**src/rtl/mem_dump_sequencer.sv**
```systemverilog
// Streams the data memory out over the debug UART: halts the pipeline, walks
// word addresses through the MEM-stage debug read port, and sends each word LSB first.
module mem_dump_sequencer #(
    parameter int          MEM_BYTES  = 256,
    parameter logic [31:0] START_ADDR = 32'h0000_0000
) (
    input  logic        i_clk,
    input  logic        i_reset,
    input  logic        i_start,
    output logic        o_req_halt,
    input  logic        i_halted,
    output logic [31:0] o_r_addr,
    input  logic [31:0] i_r_data,
    output logic [7:0]  o_tx_data,
    output logic        o_tx_valid,
    input  logic        i_tx_ready,
    output logic        o_busy,
    output logic        o_done,
    output logic [2:0]  dbg_state
);

    typedef enum logic [2:0] {
        IDLE     = 3'd0,
        REQ_HALT = 3'd1,
        FETCH    = 3'd2,
        SEND     = 3'd3,
        DONE     = 3'd4
    } state_t;

    localparam logic [31:0] LAST_ADDR = START_ADDR + 32'(MEM_BYTES) - 32'd4;

    state_t      state;
    logic [31:0] word_q;
    logic [1:0]  byte_idx;
    logic        tx_fire;

    function automatic logic [7:0] byte_of(input logic [31:0] word, input logic [1:0] idx);
        return word[{idx, 3'b000} +: 8];
    endfunction

    // Byte handshake: a byte moves on a rising clock edge where o_tx_valid and
    // i_tx_ready are both high. Once o_tx_valid rises, o_tx_data and o_tx_valid
    // hold until that edge; i_tx_ready may toggle freely in the meantime.
    assign tx_fire   = o_tx_valid && i_tx_ready;
    assign dbg_state = state;

    always_ff @(posedge i_clk or posedge i_reset) begin
        if (i_reset) begin
            state      <= IDLE;
            o_r_addr   <= START_ADDR;
            o_req_halt <= 1'b0;
            o_tx_valid <= 1'b0;
            o_tx_data  <= 8'h00;
            o_busy     <= 1'b0;
            o_done     <= 1'b0;
            word_q     <= 32'h0;
            byte_idx   <= 2'd0;
        end else begin
            o_done <= 1'b0;
            case (state)
                IDLE: begin
                    if (i_start) begin
                        state      <= REQ_HALT;
                        o_r_addr   <= START_ADDR;
                        byte_idx   <= 2'd0;
                        o_req_halt <= 1'b1;
                        o_busy     <= 1'b1;
                    end
                end
                REQ_HALT: begin
                    if (i_halted) begin
                        state <= FETCH;
                    end
                end
                FETCH: begin
                    // The address has been stable for a full cycle here, so the async read has settled.
                    if (i_halted) begin
                        word_q     <= i_r_data;
                        o_tx_data  <= i_r_data[7:0];
                        o_tx_valid <= 1'b1;
                        state      <= SEND;
                    end
                end
                SEND: begin
                    if (tx_fire) begin
                        if (byte_idx != 2'd3) begin
                            byte_idx  <= byte_idx + 2'd1;
                            o_tx_data <= byte_of(word_q, byte_idx + 2'd1);
                        end else begin
                            byte_idx   <= 2'd0;
                            o_tx_valid <= 1'b0;
                            // Termination is tested before the increment, so the address never wraps.
                            if (o_r_addr == LAST_ADDR) begin
                                state  <= DONE;
                                o_done <= 1'b1;
                            end else begin
                                o_r_addr <= o_r_addr + 32'd4;
                                state    <= FETCH;
                            end
                        end
                    end
                end
                DONE: begin
                    state      <= IDLE;
                    o_req_halt <= 1'b0;
                    o_busy     <= 1'b0;
                end
                default: begin
                    state <= IDLE;
                end
            endcase
        end
    end

endmodule

```
**config.mk**
```make
export PLATFORM = sky130hd
export DESIGN_NAME = mem_dump_sequencer
export DESIGN_NICKNAME = d
export VERILOG_FILES = /design/src/rtl/mem_dump_sequencer.sv
export SDC_FILE = /design/constraint.sdc
export NUM_CORES = 1
export LEC_CHECK = 0
export ABC_AREA = 1
export CORE_MARGIN = 3
export CORE_UTILIZATION = 30
export CTS_BUF_LIST = sky130_fd_sc_hd__clkbuf_4 sky130_fd_sc_hd__clkbuf_8
export DETAILED_ROUTE_END_ITERATION = 10
export PLACE_DENSITY = 0.62
export SLEW_MARGIN = 20
export SYNTH_ARGS = -nofsm -noshare
export SYNTH_HDL_FRONTEND = slang
export SYNTH_SLANG_ARGS = --single-unit
```
**constraint.sdc**
```tcl
create_clock -name i_clk -period 3.9 [get_ports i_clk]
set_input_delay 0.585 -clock i_clk [delete_from_list [all_inputs] [get_ports i_clk]]
set_output_delay 0.585 -clock i_clk [all_outputs]
set_load 0.01 [all_outputs]
```
==> out/results.tsv, run 1 <==
metric	value	unit
fill_cells	1463	
nets	663	
startpoint_type	register	
yosysTopAreaCellShare	45.2	%
synthAdderAreaFrac	0.870	%
crit_fanout	30	
p_per_area	551	mW/mm²
antenna_found_initial	0	
ant_nets	0	
finalHoldViolCount	0	
ioPinCount	84	
clkSinkCount	78	
dieWidth	126	µm
grt-ovfl-total	0	
wl_per_cell	13.5	µm
layout.area.seq	0.00195	mm²
dr.pass1.iters	4	
rsz0062_at_grt	no	
status	complete, no violations	
clock_path_buffers	2	
hpwlAfterDp	7990	µm
grt_pass1_vias	3930	
cts_tree	done	
grt_usage	14.6	%
area_growth	27.0	%
leakage	2.48	nW
synth_area	0.00431	mm²
fin_tns_setup	0	ns
numPortBuffers	81	
numCtsBuffers	9	
root_buffer	clkbuf_8	
ctsResizeCount	0	
synth_top_family_by_area	simple AND/OR/NAND/NOR gates	
design.core.area	0.0140	mm²
grt_max_degree	51	
ir_drop	0.000246	V
drtIter0Drc	246	
gp_congestion	0.860	
synth.area.top_cells	dfrtp_1 45%, nand2_1 18%, mux2_2 8.4%, nand3_1 5.8%, nor2_1 4.6%	
drc_errors	0	
drt_wl_total	10900	µm
dpl_cell_area	0.00526	mm²
clk_pin_slew_worst_paths	0.08	ns
hold_path.class	reg2reg	
netlist-cell-type-count	30	
period_share	63.6	%
synth_compound_area_share	2.81	%
via_per_inst	4.73	
final.setup_skew	0.00447	ns
synth_area_leader_cell	dfrtp_1	
seq_area_frac_synth	45.2	%
synth_seq_cells	78	
setup-violations-final	0	
post_cts_buffers	0	
place_ws	1.41	ns
die_area	0.0159	mm²
multi_input_area	0.00210	mm²
cp.required	4.15	ns
synth_mux_area_share	8.35	%
start_util	30.8	%
synth_area_per_cell	7.90	µm²
worst_pin_slew	0.871	ns
post-route-worst-setup-slack	1.42	ns
final_area	0.00548	mm²
yosysWarnings	0	
fmax	403	MHz
num_vias	3821	
synth-xor-area-share	3.45	%
die_h	126	µm
fin_util	39.2	%
clk_latency	0.36	ns
grt_pass1_wl	19000	µm
hold-worst-slack	0.511	ns
htreeDepth	3	
ctsHoldBuffers	0	
antenna_cells	0	
drv_slew	0	
cap_viol_max_count	0	
cp-end-kind	register	
synth_cells	546	
crit_type	reg2reg	
synthSimpleGateAreaFrac	32.9	%
layout_min_cycle_time	2.48	ns
placementRows	43	
drive_above_1_share	10.2	%
slew_headroom	42.0	%
arrival	2.73	ns
## power by group
group | total, mW | internal [mW] | switching (mW)
combinational | 1.12 | 0.500 | 0.618
clock | 0.686 | 0.362 | 0.324
sequential | 1.22 | 1.05 | 0.166
## cell type report
cell class	count	share of cell area [%]
multi-input cells	411	38.3
flip-flops and latches	78	35.6
repair buffers	85	15.3
well taps	180	4.11
inverters	38	2.63
clock buffers	9	2.26
clock inverters	7	1.78
## stage by stage
step / cells / power, mW
after detailed placement: 792 / 2.37
after CTS: 808 / 3.07
final: 808 / 3.02
after global placement: 792 / 2.33
after global routing: 808 / 3.26
after floorplan: 547 / 2.03
## state kept, by name (all words and copies together) (netlist names)
name        flops
o_tx_data       8
o_r_addr       30
o_tx_valid      1
o_busy          1
word_q         32
o_done          1
dbg_state       3
byte_idx        2
## synth_stat cells (all sizes together)
library cell	count
nand2	205
mux2	32
clkbuf	5
xor2	11
clkinv	2
o22ai	1
inv	36
and2	2
o21ai	5
a31oi	8
nand4	17
ha	3
buf	15
nand3b	2
dfrtp	78
nand3	52
a21oi	5
nor3	4
nor2	56
conb	1
xnor2	6
## routing by layer
metal	GRT usage [%]	vias to the layer above	part of all wire [%]
li1	-	1913	-
met2	24.7	90	48
met1	18.2	1805	45
met5	0	-	0
met4	4.23	0	1.3
met3	4.07	13	5.5
## cells in the final DEF, fill, tap and decap left out, drive strengths merged, types with 3 or more instances in the layout
cell type	n
xor2	11
o21ai	5
nor3	4
a31oi	8
a21oi	5
ha	3
dfrtp	78
clkdlybuf4s50	81
buf	4
clkbuf	9
nand2	205
nand4	17
nor2	56
clkinv	5
inv	36
nand3	52
xnor2	6
mux2	32
## critical path, cell delays in order, from the launching register on
cell     delay, ns
dfrtp_1       0.77
ha_1          0.25
inv_1         0.09
o21ai_2       0.17
and2_1        0.39
nand2_2       0.44
nand2_1       0.18
nand2_1       0.07
## logic make-up after synthesis
family	Yosys count
DFF	78
xor gates and xnor gates	17
AOI/OAI and AO/OA	19
adders and majority gates	3
and+or+nand+nor	338
other	1
buffers and inverters	58
muxes	32
## final timing paths
check	startpoint	slack, ns	cells past startpoint	end
setup / recovery	byte_idx[0]	1.42	7	o_r_addr[17]
hold / removal	word_q[22]	0.51	1	word_q[22]
setup reg to reg	byte_idx[0]	1.42	7	o_r_addr[17]
hold reg to reg	word_q[22]	0.51	1	word_q[22]
max in group asynchronous	i_reset	2.48	3	o_r_addr[16]
min in group asynchronous	i_reset	0.69	2	word_q[4]
(Power assumes the default switching activity.)
==> run 2: changes to the inputs <==
--- a/config.mk
+++ b/config.mk
@@ -10,7 +10,7 @@
 export CORE_UTILIZATION = 30
 export CTS_BUF_LIST = sky130_fd_sc_hd__clkbuf_4 sky130_fd_sc_hd__clkbuf_8
 export DETAILED_ROUTE_END_ITERATION = 10
-export PLACE_DENSITY = 0.62
+export PLACE_DENSITY = 0.64
 export SLEW_MARGIN = 20
 export SYNTH_ARGS = -nofsm -noshare
 export SYNTH_HDL_FRONTEND = slang
==> constraint.sdc (replaced) <==
create_clock -name i_clk -period 2.2 [get_ports i_clk]
set_input_delay 0.33 -clock i_clk [delete_from_list [all_inputs] [get_ports i_clk]]
set_output_delay 0.33 -clock i_clk [all_outputs]
set_load 0.01 [all_outputs]
==> run 2 against run 1 <==
Net effect: register-to-register slack lost 1.1 ns; combinational power is 86% higher; highest routed layer unchanged; clock power increased by 45%; largest cell class unchanged.
==> out/results.tsv, run 2 (synthesis results as in run 1) <==
metric	value	unit
final_common_cell	nand2_1	
comb_power_share	39.9	%
hold_path.class	in2async	
worst_pin_slew	0.620	ns
leakage	2.51	nW
slowest_delay	0.47	ns
setup-violations-final	0	
clk_pin_slew_worst_paths	0.09	ns
slew_headroom	58.6	%
ir_drop	0.000502	V
period_share	85.7	%
ctsResizeCount	0	
gp_congestion	0.883	
cp-end-kind	register	
post_cts_buffers	0	
grt_usage	14.1	%
cts_tree	done	
area_growth	28.2	%
arrival	2.16	ns
cp_slowest_cell	dfrtp_1	
intPower	3.25	mW
htreeDepth	3	
grt_pass1_wl	18300	µm
power.share.sequential	41.1	%
multi_input_area	0.00210	mm²
status	complete, no violations	
timing.rr.start	dbg_state[1]	
clock_path_buffers	2	
drtIter0Drc	273	
power.switching	1.97	mW
drc_errors	0	
fin_total_pwr	5.23	mW
start_util	30.8	%
grt_max_degree	36	
crit_fanout	20	
clk_latency	0.36	ns
layout_min_cycle_time	1.89	ns
grt-ovfl-total	0	
ioPinCount	84	
root_buffer	clkbuf_8	
clkSinkCount	78	
wl_per_cell	13.5	µm
die_h	126	µm
place_ws	0.210	ns
antenna_cells	0	
p_per_area	945	mW/mm²
regMostFlops	word_q	
dp_cells	798	
rsz0062_at_grt	no	
dieWidth	126	µm
die_area	0.0159	mm²
final_area	0.00553	mm²
nets	669	
design.core.area	0.0140	mm²
ant_nets	0	
dr.pass1.iters	4	
dpl_cell_area	0.00534	mm²
fin_tns_setup	0	ns
cap_viol_max_count	0	
final.setup_skew	0.0152	ns
power.share.clock	19.1	%
grt_pass1_vias	3780	
post-route-worst-setup-slack	0.314	ns
hpwlAfterDp	8140	µm
layout.area.seq	0.00195	mm²
numCtsBuffers	9	
largest_register_ffs	32	
drive_above_1_share	11.0	%
path_cells	nand2_2, nor2_4, buf_4, nand2_1, a21oi_4, nor2_1, a31oi_1	
numPortBuffers	81	
ctsHoldBuffers	0	
drv_slew	0	
placementRows	43	
fmax	530	MHz
cp-startpoint	dbg_state[1]	
startpoint_type	register	
layout_common_cells	203 x nand2_1, 81 x clkdlybuf4s50_1, 78 x dfrtp_1, 53 x nor2_1, 50 x nand3_1	
fill_cells	1434	
finalHoldViolCount	0	
reg_top3	word_q: 32 flops, o_r_addr: 30 flops, o_tx_data: 8 flops	
cp.required	2.48	ns
via_per_inst	4.76	
antenna_found_initial	0	
netSwitchingFraction	37.8	%
crit_type	reg2reg	
fin_cells	814	
drt_wl_total	11000	µm
num_vias	3876	
## run 2: cell count changes in the layout (fill, tap and decap cells not counted), sizes merged
| cell | before | now |
|---|---|---|
| buf | 4 | 10 |
| bufinv | 2 | 0 |
| clkbuf | 9 | 11 |
| clkinv | 5 | 6 |
| inv | 36 | 35 |
## run 2: power by group through the flow
stage	Combinational [mW]	Sequential, mW	Clock [mW]
after floorplan	1.46	2.13	0
after global placement	2.03	2.16	0
after detailed placement	2.09	2.17	0
after CTS	2.09	2.15	1.03
after global routing	2.29	2.21	1.09
final	2.08	2.15	0.997
## run 2: worst max-delay path, delay by kind of cell (launching register included)
kind / cells / cell delay, ns
AO/OA/AOI/OAI: 2 / 0.57
buffers and inverters: 1 / 0.29
AND/OR/NAND/NOR: 4 / 0.48
flip-flops: 1 / 0.47
## run 2: through the flow
stage / hold slack (ns) / utilization, %
floorplan: 0.479 / -
global placement: 0.488 / 38.2
detailed placement: 0.494 / 38.2
CTS: 0.400 / 39.5
global route: 0.444 / 39.5
finish: 0.392 / 39.5
## run 2: final cells by class
| class | instances | area share [%] |
|---|---|---|
| Multi-Input combinational cell | 411 | 38.0 |
| Sequential cell | 78 | 35.3 |
| Timing Repair Buffer | 91 | 16.7 |
| Tap cell | 180 | 4.07 |
| Inverter | 38 | 2.65 |
| Clock buffer | 11 | 2.63 |
| Clock inverter | 5 | 0.634 |
## run 2: layer usage
layer	GRT usage [%]	vias to the layer above	wire length (µm)
met4	3.85	0	177
met2	23.3	121	5260
met1	18.6	1814	4970
met3	3.44	14	559
met5	0	-	0
li1	-	1927	-
## run 2: path summary, 6_finish.rpt
check	endpoint	slack [ns]	cells after the start
max reg2reg	o_tx_data[5]	0.31	7
max in group asynchronous	word_q[3]	1.24	3
max	o_tx_data[5]	0.31	7
min	o_r_addr[17]	0.39	2
min reg2reg	word_q[22]	0.51	1
min in group i_clk	word_q[22]	0.51	1
